<file path="src/rtl/hazard_pkg.sv">
// Shared types and encodings for the execute-stage hazard controller.
package hazard_pkg;

  localparam int unsigned REG_W   = 5;
  localparam int unsigned SEL_W   = 2;
  localparam int unsigned WB_W    = 2;
  localparam int unsigned CMD_W   = 4;
  localparam int unsigned STALL_W = 16;

  typedef enum logic [0:0] {
    RUN     = 1'b0,
    LONG_OP = 1'b1
  } state_e;

  localparam logic [SEL_W-1:0] SEL_REG = 2'b00;
  localparam logic [SEL_W-1:0] SEL_MEM = 2'b01;
  localparam logic [SEL_W-1:0] SEL_WB  = 2'b10;

  localparam logic [WB_W-1:0] WB_NONE = 2'b00;
  localparam logic [WB_W-1:0] WB_ALU  = 2'b01;
  localparam logic [WB_W-1:0] WB_LOAD = 2'b10;
  localparam logic [WB_W-1:0] WB_RSVD = 2'b11;

  localparam logic [CMD_W-1:0] MUL_CMD_DEF = 4'b1000;
  localparam logic [CMD_W-1:0] DIV_CMD_DEF = 4'b1001;

  localparam int unsigned MUL_CYCLES_DEF = 3;
  localparam int unsigned DIV_CYCLES_DEF = 8;

  function automatic int unsigned max_u(input int unsigned a, input int unsigned b);
    return (a > b) ? a : b;
  endfunction

endpackage

</file>
<file path="src/rtl/forward_select.sv">
// One forwarding-mux select: MEMORY ALU result beats WRITEBACK result, r0 never forwards.
module forward_select
  import hazard_pkg::*;
(
  input  logic [REG_W-1:0] src_i,
  input  logic [REG_W-1:0] dest_mem_i,
  input  logic [WB_W-1:0]  wb_mem_i,
  input  logic [REG_W-1:0] dest_wb_i,
  input  logic [WB_W-1:0]  wb_wb_i,
  output logic [SEL_W-1:0] sel_o
);

  logic mem_writes;
  logic wb_writes;
  logic src_live;

  // Load data is not available in MEMORY; only an ALU result there can forward.
  always_comb begin
    mem_writes = 1'b0;
    wb_writes  = 1'b0;
    unique case (wb_mem_i)
      WB_ALU:                    mem_writes = 1'b1;
      WB_NONE, WB_LOAD, WB_RSVD: mem_writes = 1'b0;
      default:                   mem_writes = 1'b0;
    endcase
    unique case (wb_wb_i)
      WB_ALU, WB_LOAD:  wb_writes = 1'b1;
      WB_NONE, WB_RSVD: wb_writes = 1'b0;
      default:          wb_writes = 1'b0;
    endcase
  end

  assign src_live = (src_i != '0);

  always_comb begin
    sel_o = SEL_REG;
    if (src_live && mem_writes && (src_i == dest_mem_i)) begin
      sel_o = SEL_MEM;
    end else if (src_live && wb_writes && (src_i == dest_wb_i)) begin
      sel_o = SEL_WB;
    end
  end

endmodule

</file>
<file path="src/rtl/hazard_controller.sv">
// Execute-stage forwarding, load-use stall and MULT/DIV sequencing, with a
// saturating stall-cycle counter.
module hazard_controller
  import hazard_pkg::*;
#(
  parameter logic [CMD_W-1:0] MUL_CMD    = MUL_CMD_DEF,
  parameter logic [CMD_W-1:0] DIV_CMD    = DIV_CMD_DEF,
  parameter int unsigned      MUL_CYCLES = MUL_CYCLES_DEF,
  parameter int unsigned      DIV_CYCLES = DIV_CYCLES_DEF
) (
  input  logic               clock2,
  input  logic               reset,
  input  logic [REG_W-1:0]   source1_EXECUTE,
  input  logic [REG_W-1:0]   source2_EXECUTE,
  input  logic [REG_W-1:0]   store_source_EXECUTE,
  input  logic [REG_W-1:0]   source1_DECODE,
  input  logic [REG_W-1:0]   source2_DECODE,
  input  logic [REG_W-1:0]   destination_EXECUTE,
  input  logic               MEMORY_READ_EXECUTE,
  input  logic [CMD_W-1:0]   EXECUTE_command,
  input  logic [REG_W-1:0]   destination_MEMORY,
  input  logic [REG_W-1:0]   destination_WRITEBACK,
  input  logic [WB_W-1:0]    WRITEBACK_MEMORY,
  input  logic [WB_W-1:0]    WRITEBACK_WRITEBACK,
  output logic [SEL_W-1:0]   input1_select,
  output logic [SEL_W-1:0]   input2_select,
  output logic [SEL_W-1:0]   store_select,
  output logic               hold_PC_IF_ID,
  output logic               hold_ID_EX,
  output logic               bubble_ID_EX,
  output logic               bubble_EX_MEM,
  output logic               busy,
  output logic [STALL_W-1:0] stall_count
);

  localparam int unsigned MAX_CYC = max_u(MUL_CYCLES, DIV_CYCLES);
  localparam int unsigned CNT_W   = (MAX_CYC > 2) ? $clog2(MAX_CYC) : 1;
  // The trigger cycle is itself frozen, so the counter starts at N-2.
  localparam logic [CNT_W-1:0] MUL_LOAD = CNT_W'(MUL_CYCLES - 2);
  localparam logic [CNT_W-1:0] DIV_LOAD = CNT_W'(DIV_CYCLES - 2);

  state_e             state_q, state_d;
  logic [CNT_W-1:0]   count_q, count_d;
  logic               busy_q;
  logic [STALL_W-1:0] stall_q, stall_d;

  logic is_mul;
  logic is_div;
  logic long_cmd;
  logic freeze;
  logic load_use;
  logic hold_pc;

  forward_select u_fwd_op1 (
    .src_i      (source1_EXECUTE),
    .dest_mem_i (destination_MEMORY),
    .wb_mem_i   (WRITEBACK_MEMORY),
    .dest_wb_i  (destination_WRITEBACK),
    .wb_wb_i    (WRITEBACK_WRITEBACK),
    .sel_o      (input1_select)
  );

  forward_select u_fwd_op2 (
    .src_i      (source2_EXECUTE),
    .dest_mem_i (destination_MEMORY),
    .wb_mem_i   (WRITEBACK_MEMORY),
    .dest_wb_i  (destination_WRITEBACK),
    .wb_wb_i    (WRITEBACK_WRITEBACK),
    .sel_o      (input2_select)
  );

  forward_select u_fwd_store (
    .src_i      (store_source_EXECUTE),
    .dest_mem_i (destination_MEMORY),
    .wb_mem_i   (WRITEBACK_MEMORY),
    .dest_wb_i  (destination_WRITEBACK),
    .wb_wb_i    (WRITEBACK_WRITEBACK),
    .sel_o      (store_select)
  );

  assign is_mul   = (EXECUTE_command == MUL_CMD);
  assign is_div   = (EXECUTE_command == DIV_CMD);
  assign long_cmd = is_mul || is_div;

  // Long-operation sequencer; the trigger is ignored in LONG_OP so an op cannot re-arm itself.
  always_comb begin
    state_d = state_q;
    count_d = count_q;
    freeze  = 1'b0;
    unique case (state_q)
      RUN: begin
        if (long_cmd) begin
          freeze  = 1'b1;
          state_d = LONG_OP;
          count_d = is_div ? DIV_LOAD : MUL_LOAD;
        end
      end
      LONG_OP: begin
        if (count_q != '0) begin
          freeze  = 1'b1;
          count_d = count_q - CNT_W'(1);
        end else begin
          state_d = RUN;
        end
      end
      default: begin
        state_d = RUN;
        count_d = '0;
      end
    endcase
  end

  // A load feeding DECODE stalls one cycle unless the freeze already holds the front end.
  assign load_use = MEMORY_READ_EXECUTE
                 && (destination_EXECUTE != '0)
                 && ((destination_EXECUTE == source1_DECODE) || (destination_EXECUTE == source2_DECODE))
                 && !freeze;

  assign hold_pc       = freeze || load_use;
  assign hold_PC_IF_ID = hold_pc;
  assign hold_ID_EX    = freeze;
  assign bubble_ID_EX  = load_use;
  assign bubble_EX_MEM = freeze;

  always_comb begin
    stall_d = stall_q;
    if (hold_pc && (stall_q != '1)) begin
      stall_d = stall_q + STALL_W'(1);
    end
  end

  always_ff @(posedge clock2) begin
    if (reset) begin
      state_q <= RUN;
      count_q <= '0;
      busy_q  <= 1'b0;
      stall_q <= '0;
    end else begin
      state_q <= state_d;
      count_q <= count_d;
      busy_q  <= (state_d == LONG_OP);
      stall_q <= stall_d;
    end
  end

  assign busy        = busy_q;
  assign stall_count = stall_q;

endmodule

</file>
<file path="config.mk">
export PLATFORM = sky130hd
export DESIGN_NAME = hazard_controller
export DESIGN_NICKNAME = d
export VERILOG_FILES = /design/src/rtl/hazard_pkg.sv /design/src/rtl/forward_select.sv /design/src/rtl/hazard_controller.sv
export SDC_FILE = /design/constraint.sdc
export NUM_CORES = 1
export LEC_CHECK = 0
export CAP_MARGIN = 20
export CELL_PAD_IN_SITES_DETAIL_PLACEMENT = 1
export CELL_PAD_IN_SITES_GLOBAL_PLACEMENT = 2
export CORE_UTILIZATION = 20
export DETAILED_ROUTE_END_ITERATION = 7
export PLACE_DENSITY_LB_ADDON = 0.1
export SYNTH_ARGS = -nofsm -noshare
export SYNTH_HDL_FRONTEND = slang
export SYNTH_HIERARCHICAL = 1
export SYNTH_SLANG_ARGS = --single-unit
</file>
<file path="constraint.sdc">
create_clock -name clock2 -period 1.8 [get_ports clock2]
set_input_delay 0.18 -clock clock2 [delete_from_list [all_inputs] [get_ports clock2]]
set_output_delay 0.18 -clock clock2 [all_outputs]
set_load 0.02 [all_outputs]
</file>
==> results.md <==
* Antenna-violating nets left at 0
* Largest fanout on the critical path at 5
* Io pins at 78
* CTS hold repair buffers at 0
* Power Density at 370.2 mW/mm²
* Worst-path cell chain: nor4b_4 -> a21oi_2 -> buf_6 -> nor2_4 -> a21oi_4 -> buf_6 -> or4b_4 -> a21oi_2
* Status: complete, but fails checks
* Average cell area after synthesis at 8.243 µm²
* VDD IR max at 0.1910 mV
* Final Hold Fails at 0
* Critical Path End Type: flip-flop
* Warnings from Yosys at 6
* CTS tree: yes
* Yosys reg bits at 20
* Final nets at 402
* Final setup violation count at 5
* Vias at 2,013
* Post-layout min period at 1.858 ns
* DP HPWL at 5155 µm
* Final instance area at 0.003306 mm²
* Most used DFF post-synth: dfxtp_1
* Die Ht at 93.70 µm
* Vias per cell at 4.454
* Final worst setup slack at -0.05815 ns
* Core area at 0.008175 mm²
* Placed Area at 0.002977 mm²
* # Max-Cap Violations at 0
* Synth Instances at 204
* Overall Global Routing Usage at 0.1434
* Critical path's top delay family: simple AND/OR/NAND/NOR gates
* Pre-antenna DRT Iters at 4
* CTS Sinks at 20
* Max-slew violation count at 0
* Int Pwr at 0.0008600 W
* Largest net degree at the start of global routing at 20
* TritonCTS Buffers at 3
* Synth top area cells: dfxtp_1, xnor2_1, xor2_1, a21oi_1, o211a_1
* Startpoint Class: flip-flop
* Vias in the first global route at 2,064
* GPL Wtd Cong at 0.7229
* Die width at 93.70 µm
* CTS clock-pin slew for the worst setup and hold paths at 0.08 ns
* FMAX at 0.5382 GHz
* # rows at 33
* Buffer depth of the longest clock path at 2
* Root Driver: clkbuf_8
* Post-synth top cells: xnor2_1, dfxtp_1, a21oi_1, xor2_1, nor2_1
* Least-Margin Pin Slew at 0.3611 ns
* Grt ovf at 0
* Leak Pwr at 1.352 nW
* Worst hold margin at 0.4677 ns
* Worst-Skew Late Latency at 0.26 ns
* Setup TNS at -0.1555 ns
* Initial antenna violation count at 0
* WL per Instance at 13.95 µm
* First DRT Iteration DRCs at 27
* Buffers on Ports at 77
* DRC at 0
* First-pass GRT wire length at 10,070 µm
* Top-count cell post-synth: xnor2_1
* Slowest-stage cell, CP: or4b_4
* Comb pwr share at 0.379
* Post-Syn Area at 0.001682 mm²
* Sequential area share after synthesis at 0.2381
* Sw power at 0.0003638 W
* CTS H-Tree Depth at 1
* Post-synth net total at 258
* Tcrit/Tclk final at 1.032
* Worst min path class: reg -> reg
* Relative slew slack at 0.7561
* Clock Power Share at 0.254
* Syn-to-layout area delta at 96.58%
* Die Area at 0.008779 mm²
* Unrepaired setup endpoints after global routing: true
* Cell accounting for the most synthesized area: dfxtp_1
* Library cells used by synthesis at 39
* Number of diodes at 0
* EDFF count, synth at 0
* Failing checks: setup timing
* Worst EP arrival at 2.06 ns
* Buffers and inverters on the worst path at 2
* Number of fillers in the final layout at 987
* Clock skew at 0.002014 ns
* Share of cells above drive strength 1 at 0.3804
* Sw Ratio at 0.2973
* Post-synth ARST share at 0
* Synth top area share at 0.2381
* Initial Util at 0.2057
* Delay of the slowest cell on the worst path at 0.48 ns
* Drt total wl at 6307 µm
* CP Class: reg -> reg
* CP required at 2.00 ns
* Final Core Density at 0.4043
* Sequential power share at 0.368
power by group through the flow:
stage | Sequential (W) | Clock (W) | Combinational (W)
finish | 0.000450 | 0.000310 | 0.000463
global route | 0.000451 | 0.000339 | 0.000503
CTS | 0.000453 | 0.000326 | 0.000445
detailed placement | 0.000461 | 0 | 0.000440
global placement | 0.000461 | 0 | 0.000439
floorplan | 0.000468 | 0 | 0.000172
what timing repair did:
action                                 CTS  global route
setup endpoints to repair               26            23
endpoints found under the hold margin    0             0
setup buffers                            7             7
pin swaps                               35            24
resized for setup                       88            47
layer usage:
| metal | vias to the layer above | global-route usage | share of wire |
|---|---|---|---|
| li1 | 1023 | - | - |
| met1 | 949 | 0.1984 | 0.48 |
| met2 | 36 | 0.2409 | 0.47 |
| met3 | 5 | 0.01699 | 0.039 |
| met4 | 0 | 0.02308 | 0.0060 |
| met5 | - | 0 | 0 |
layout by cell type, fill, tap and decap left out, types with 3 or more instances in the layout:
cell type,Yosys,layout
buf_4,1,57
clkdlybuf4s50_1,0,34
xnor2_1,28,26
dlygate4sd2_1,0,26
xor2_1,17,17
buf_6,1,14
nand2_1,12,12
a21oi_1,17,11
nand3_1,11,10
nor2_1,14,10
dfxtp_1,20,9
inv_1,10,8
or3_1,8,7
dfxtp_2,0,7
or4_4,4,6
nand4_1,6,6
o21ai_0,7,6
o211a_1,6,6
a21oi_2,0,5
dlymetal6s2s_1,0,5
dfxtp_4,0,4
a21oi_4,2,3
o31ai_1,3,3
o21ai_1,5,3
o21ai_2,1,3
clkbuf_8,0,3
clkdlybuf4s15_1,0,3
o2111ai_2,3,3
registers in the layout, summed over array words and instances (netlist names):
name         flops
stall_count     16
count_q          3
busy             1
worst reg2reg max path, stage by stage, from the launching register on:
cell	delay (ns)
dfxtp_4	0.37
nor4b_4	0.29
a21oi_2	0.07
buf_6	0.14
nor2_4	0.12
a21oi_4	0.06
buf_6	0.14
or4b_4	0.48
a21oi_2	0.13
through the flow:
| stage | std cells | setup WS [ns] | power, W |
|---|---|---|---|
| 2_1_floorplan | 204 | 0.003207 | 0.0006397 |
| 6_report | 452 | -0.05815 | 0.001224 |
| 3_5_place_dp | 435 | -0.5559 | 0.0009016 |
| 3_3_place_gp | 435 | -0.5626 | 0.0009005 |
| 4_1_cts | 445 | -0.1083 | 0.001224 |
| 5_1_grt | 452 | -0.1443 | 0.001293 |
area by class of cell:
cell class                      instances  area, µm²  share of cell area
Sequential cell                        20      424.2              0.1283
Timing Repair Buffer                  143       1272              0.3849
Inverter                               11      43.79             0.01325
Multi-Input combinational cell        169       1389              0.4201
Clock buffer                            4      45.04             0.01363
Tap cell                              105      131.4             0.03974
cell families (layout without fill, tap and decap cells):
family | after synthesis | count (layout) | share of synthesized area
compound gates | 50 | 50 | 0.2210
buf+inv | 15 | 158 | 0.04018
fa+ha+maj | 3 | 3 | 0.02232
simple gates | 70 | 70 | 0.2381
mux | 1 | 1 | 0.005953
xor+xnor | 45 | 45 | 0.2344
flops | 20 | 20 | 0.2381
final timing paths:
path                      startpoint                           to  slack, ns  depth (start not counted)
max reg2reg          busy$_SDFF_PP0_  stall_count[9]$_SDFFE_PP0P_      -0.06                          8
max                  busy$_SDFF_PP0_  stall_count[9]$_SDFFE_PP0P_      -0.06                          8
min reg2reg  count_q[1]$_SDFFE_PP0P_      count_q[1]$_SDFFE_PP0P_       0.47                          2
min          count_q[1]$_SDFFE_PP0P_      count_q[1]$_SDFFE_PP0P_       0.47                          2
Note: power is estimated with default switching activity, not from simulation.
==> RTL edit 1: new RTL, same flow settings <==
`STALL_W`: 16 -> 18.
--- a/src/rtl/hazard_pkg.sv
+++ b/src/rtl/hazard_pkg.sv
@@ -7,3 +7,3 @@
   localparam int unsigned CMD_W   = 4;
-  localparam int unsigned STALL_W = 16;
+  localparam int unsigned STALL_W = 18;
 
Interface: changed (resized stall_count); port bits go from 78 to 80. The function was not compared with the original's and may differ.
==> RTL edit 1 against the original RTL <==
- the flow still finishes with violations (negative setup slack)
- synthesized area up 6.7%
- combinational power down 2%
- worst hold slack better by 0.045 ns
- total power up 5.5%
- die area up 6.6%
- sequential share of layout area up 0.24 points
- wire length up 15%
- cell area up 5.9%
- worst setup slack worse by 0.028 ns
- sequential cell count up 2
- cell count up 4.2%
- non-clock buffer count up 10
- largest cell class unchanged
- highest routed layer unchanged
==> RTL edit 1: results (changes against the original RTL) <==
[grt]
grt.total_usage_pct = 15.7  ; was 14.3%
grtUsageMet2_pct = 26.2  ; was 24.1%
grt_util_met1_pct = 21.0  ; was 19.8%
grt_pass1_vias = 2290  ; was 2064
grt_max_degree = 14  ; was 20
met3_usage_pct = 3.25  ; was 1.70%
antenna_found_initial = 0  ; unchanged
grt_pass1_wl_microns = 11900  ; was 10100 microns

[yosys]
ys_top_cells_by_area = dfxtp_1 25%, xor2_1 12%, xnor2_1 8.8%  ; was dfxtp_1 24%, xnor2_1 15%, xor2_1 8.9%
synthesis.nets = 269  ; was 258
synth-seq-area-share_pct = 24.5  ; was 23.8%
synth-adder-area-share_pct = 2.09  ; was 2.23%
muxShareOfSynthArea_pct = 1.88  ; was 0.595%
synth_cells = 215  ; was 204
ys_types = 38  ; was 39
synth-xor-area-share_pct = 21.0  ; was 23.4%
synth_compound_gate_area_share_pct = 19.5  ; was 22.1%
synth.top_cells.by_count = 25 x xor2_1, 22 x dfxtp_1, 19 x a21oi_1, 18 x xnor2_1  ; was 28 x xnor2_1, 20 x dfxtp_1, 17 x a21oi_1, 17 x xor2_1, 14 x nor2_1

[finish]
final_nets = 418  ; was 402
largest_register_ffs = 18  ; was 16
drive_gt1_share_pct = 41.6  ; was 38.0%

[worst_setup_path]
cp.arrival_ns = 2.10  ; was 2.06 ns
r2r_cells = 9  ; was 8
rr_startpoint = stall_count[0]  ; was busy
crit_end = stall_count[14]  ; was stall_count[9]
crit_fanout = 8  ; was 5

[min_path]
min_from = count_q[2]  ; was count_q[1]
hold_end = count_q[2]  ; was count_q[1]
holdPathStages = 2  ; unchanged

[clocking]
cts_setup_buffers = 9  ; was 7
cts_resized = 104  ; was 88
h-tree-depth = 1  ; unchanged

[detailed_routing]
drtIter0Drc = 38  ; was 27
wl_per_cell_microns = 15.4  ; was 14.0 microns
wl_met2_microns = 3390  ; was 3000 microns
drt_wl_total_microns = 7270  ; was 6310 microns
drt-met1-wl_microns = 3480  ; was 3030 microns
wl_met3_microns = 355  ; was 247 microns
highest_layer = met4  ; unchanged
vias = 2188  ; was 2013

[sta]
setup_tns_ns = -0.602  ; was -0.156 ns
finalSetupViolations = 12  ; was 5
slew_headroom_pct = 59.5  ; was 75.6%
clock_skew_ns = 0.00503  ; was 0.00201 ns
maxSlewViolCount = 0  ; unchanged
postLayoutSetupSlackWorst_ns = -0.0864  ; was -0.0582 ns
whs_ns = 0.512  ; was 0.468 ns

[placed_design]
place.gp.congestion = 0.764  ; was 0.723
hpwl_microns = 5600  ; was 5160 microns
dp_cells = 453  ; was 435
postPlaceCellArea_sq_mm = 0.00322  ; was 0.00298 sq mm
place_worst_setup_slack_ns = -0.647  ; was -0.556 ns
portBuffers = 79  ; was 77

[pwr]
irDropWorstVdd_uv = 301  ; was 191 uV
p_leak_nw = 1.38  ; was 1.35 nW
switching_power_w = 0.000393  ; was 0.000364 W

[outcome]
failed_checks = negative setup slack  ; unchanged
status = finished, violations left  ; unchanged

==> RTL edit 1: worst max-delay path, stage by stage (launching register included) <==
cell and delay [ns]:
dfxtp_4 0.36, ha_4 0.15, and4_4 0.15, nand2_2 0.06, or2_1 0.12, nor2_1 0.05, buf_4 0.17, buf_12 0.14
or4_1 0.50, a21oi_2 0.13
==> RTL edit 1: power groups by stage <==
| stage | sequential (W) | clock, W | combinational (W) |
|---|---|---|---|
| 3_3_place_gp | 0.000507 | 0 | 0.000427 |
| 4_1_cts | 0.000497 | 0.000353 | 0.000461 |
| 2_1_floorplan | 0.000512 | 0 | 0.000167 |
| 6_report | 0.000497 | 0.000340 | 0.000454 |
| 3_5_place_dp | 0.000507 | 0 | 0.000430 |
| 5_1_grt | 0.000498 | 0.000372 | 0.000495 |
==> RTL edit 1: layout make-up <==
type                       count  area, sq um
multi-input combinational    176         1490
timing repair buffer         153         1340
sequential                    22          458
tap                          108          135
clock buffer                   4         45.0
inverter                       8         33.8
fill                        1045         5220
==> RTL edit 2: new RTL, same settings <==
Made on the original files. Put one more register stage on the output `stall_count`, with the module's reset. The value now appears one clock later. The other outputs are not delayed to match.
--- a/src/rtl/hazard_controller.sv
+++ b/src/rtl/hazard_controller.sv
@@ -146,3 +146,9 @@
   assign busy        = busy_q;
-  assign stall_count = stall_q;
+  always_ff @(posedge clock2) begin
+    if (reset) begin
+      stall_count <= '0;
+    end else begin
+      stall_count <= stall_q;
+    end
+  end
 
Function: changed (Yosys sat finds a counterexample within 4 cycles, from zero or initial values and one cycle with reset high).
==> RTL edit 2 against the original RTL <==
- the run still ends with negative setup slack left
- utilization down 2.7 points
- sequential cell count up 16
- total power up 65%
- clock skew up 0.0044 ns
- global-route usage down 1.7 points
- clock power up 140%
- cell count up 13%
- synthesized area up 25%
- worst setup slack worse by 0.016 ns
- wire length up 5.6%
- count of clock-buffer cells in the layout up 4
- cell area up 14%
- largest cell class unchanged
- largest power group is now sequential cells
- highest routed layer is now met5
==> RTL edit 2: results (changes against the original RTL) <==
[detailed_routing]
drtIter0Drc = 21  ; was 27
wl_per_cell_microns = 13.1  ; was 14.0 microns
wl_met3_microns = 341  ; was 247 microns
wl_met2_microns = 3250  ; was 3000 microns
highest_layer = met5  ; was met4

[worst_setup_path]
rr_startpoint = stall_q[0]  ; was busy
r2r-end = stall_q[7]  ; was stall_count[9]

[sta]
whs_ns = 0.456  ; was 0.468 ns
postLayoutSetupSlackWorst_ns = -0.0743  ; was -0.0582 ns
finalSetupViolations = 12  ; was 5
slew_headroom_pct = 70.5  ; was 75.6%

[yosys]
synthesis.nets = 288  ; was 258
synth.top_cells.by_count = 36 x dfxtp_1, 28 x xnor2_1, 23 x nor2_1, 16 x xor2_1  ; was 28 x xnor2_1, 20 x dfxtp_1, 17 x a21oi_1, 17 x xor2_1, 14 x nor2_1
synth-seq-area-share_pct = 34.4  ; was 23.8%

[clocking]
cts_buffers = 5  ; was 3
cts_resized = 90  ; was 88
clk_latency_ns = 0.29  ; was 0.26 ns
cts_setup_buffers = 3  ; was 7

[pwr]
irDropWorstVdd_uv = 215  ; was 191 uV
pg_comb_w = 0.000472  ; was 0.000463 W

[outcome]
failed_checks = negative setup slack  ; unchanged
status = finished, violations left  ; unchanged

[min_path]
hold_end = stall_count[12]  ; was count_q[1]
min_from = stall_q[12]  ; was count_q[1]

[finish]
seqCellArea_sq_um = 732  ; was 424 sq um
n_all_inverters = 12  ; was 11
nFillCells = 1149  ; was 987
num-multi-input-gates = 180  ; was 169
antennaDiodeCount = 1  ; was 0
nClkBuffers = 8  ; was 4
num-nonclk-buffers = 139  ; was 143
clkCellAreaFrac_pct = 3.23  ; was 1.36%
final_core_util_pct = 37.7  ; was 40.4%

[grt]
grt_pass1_vias = 2291  ; was 2064
grt_max_degree = 37  ; was 20
grt_util_met1_pct = 15.1  ; was 19.8%
antenna_found_initial = 2  ; was 0
grtUsageMet2_pct = 22.1  ; was 24.1%
grt.total_usage_pct = 12.7  ; was 14.3%

[placed_design]
place_worst_setup_slack_ns = -0.604  ; was -0.556 ns

## RTL edit 2: cell count changes after synthesis, sizes merged, moves of 3 or more
cell	unedited run	this run
dfxtp	20	36
a21oi	19	5
nor2b	0	14
nor2	14	23
or3	9	0
nor3	2	10
mux2	0	7
o21ai	13	8
a211oi	0	3
nand4	6	3
## RTL edit 2: how the worst max path moves through the flow
stage                            start                to  slack (ns)  cells after the start
CTS                         count_q[0]        stall_q[3]       -0.06                     10
floorplan                   count_q[0]        stall_q[9]      -0.003                     10
global route         source2_DECODE[2]       stall_q[11]       -0.16                     10
global placement    source2_EXECUTE[1]  input2_select[1]       -0.59                      5
finish                      stall_q[0]        stall_q[7]       -0.07                      8
detailed placement  source2_EXECUTE[1]  input2_select[1]       -0.60                      5
## RTL edit 2: kinds of logic after synthesis
group	count (synthesis)	share of synthesized area (%)
compound gates	35	13.9
xor+xnor	44	18.4
fa+ha+maj	3	1.79
buf+inv	18	3.76
flops	36	34.4
mux	7	4.30
simple gates	91	23.4
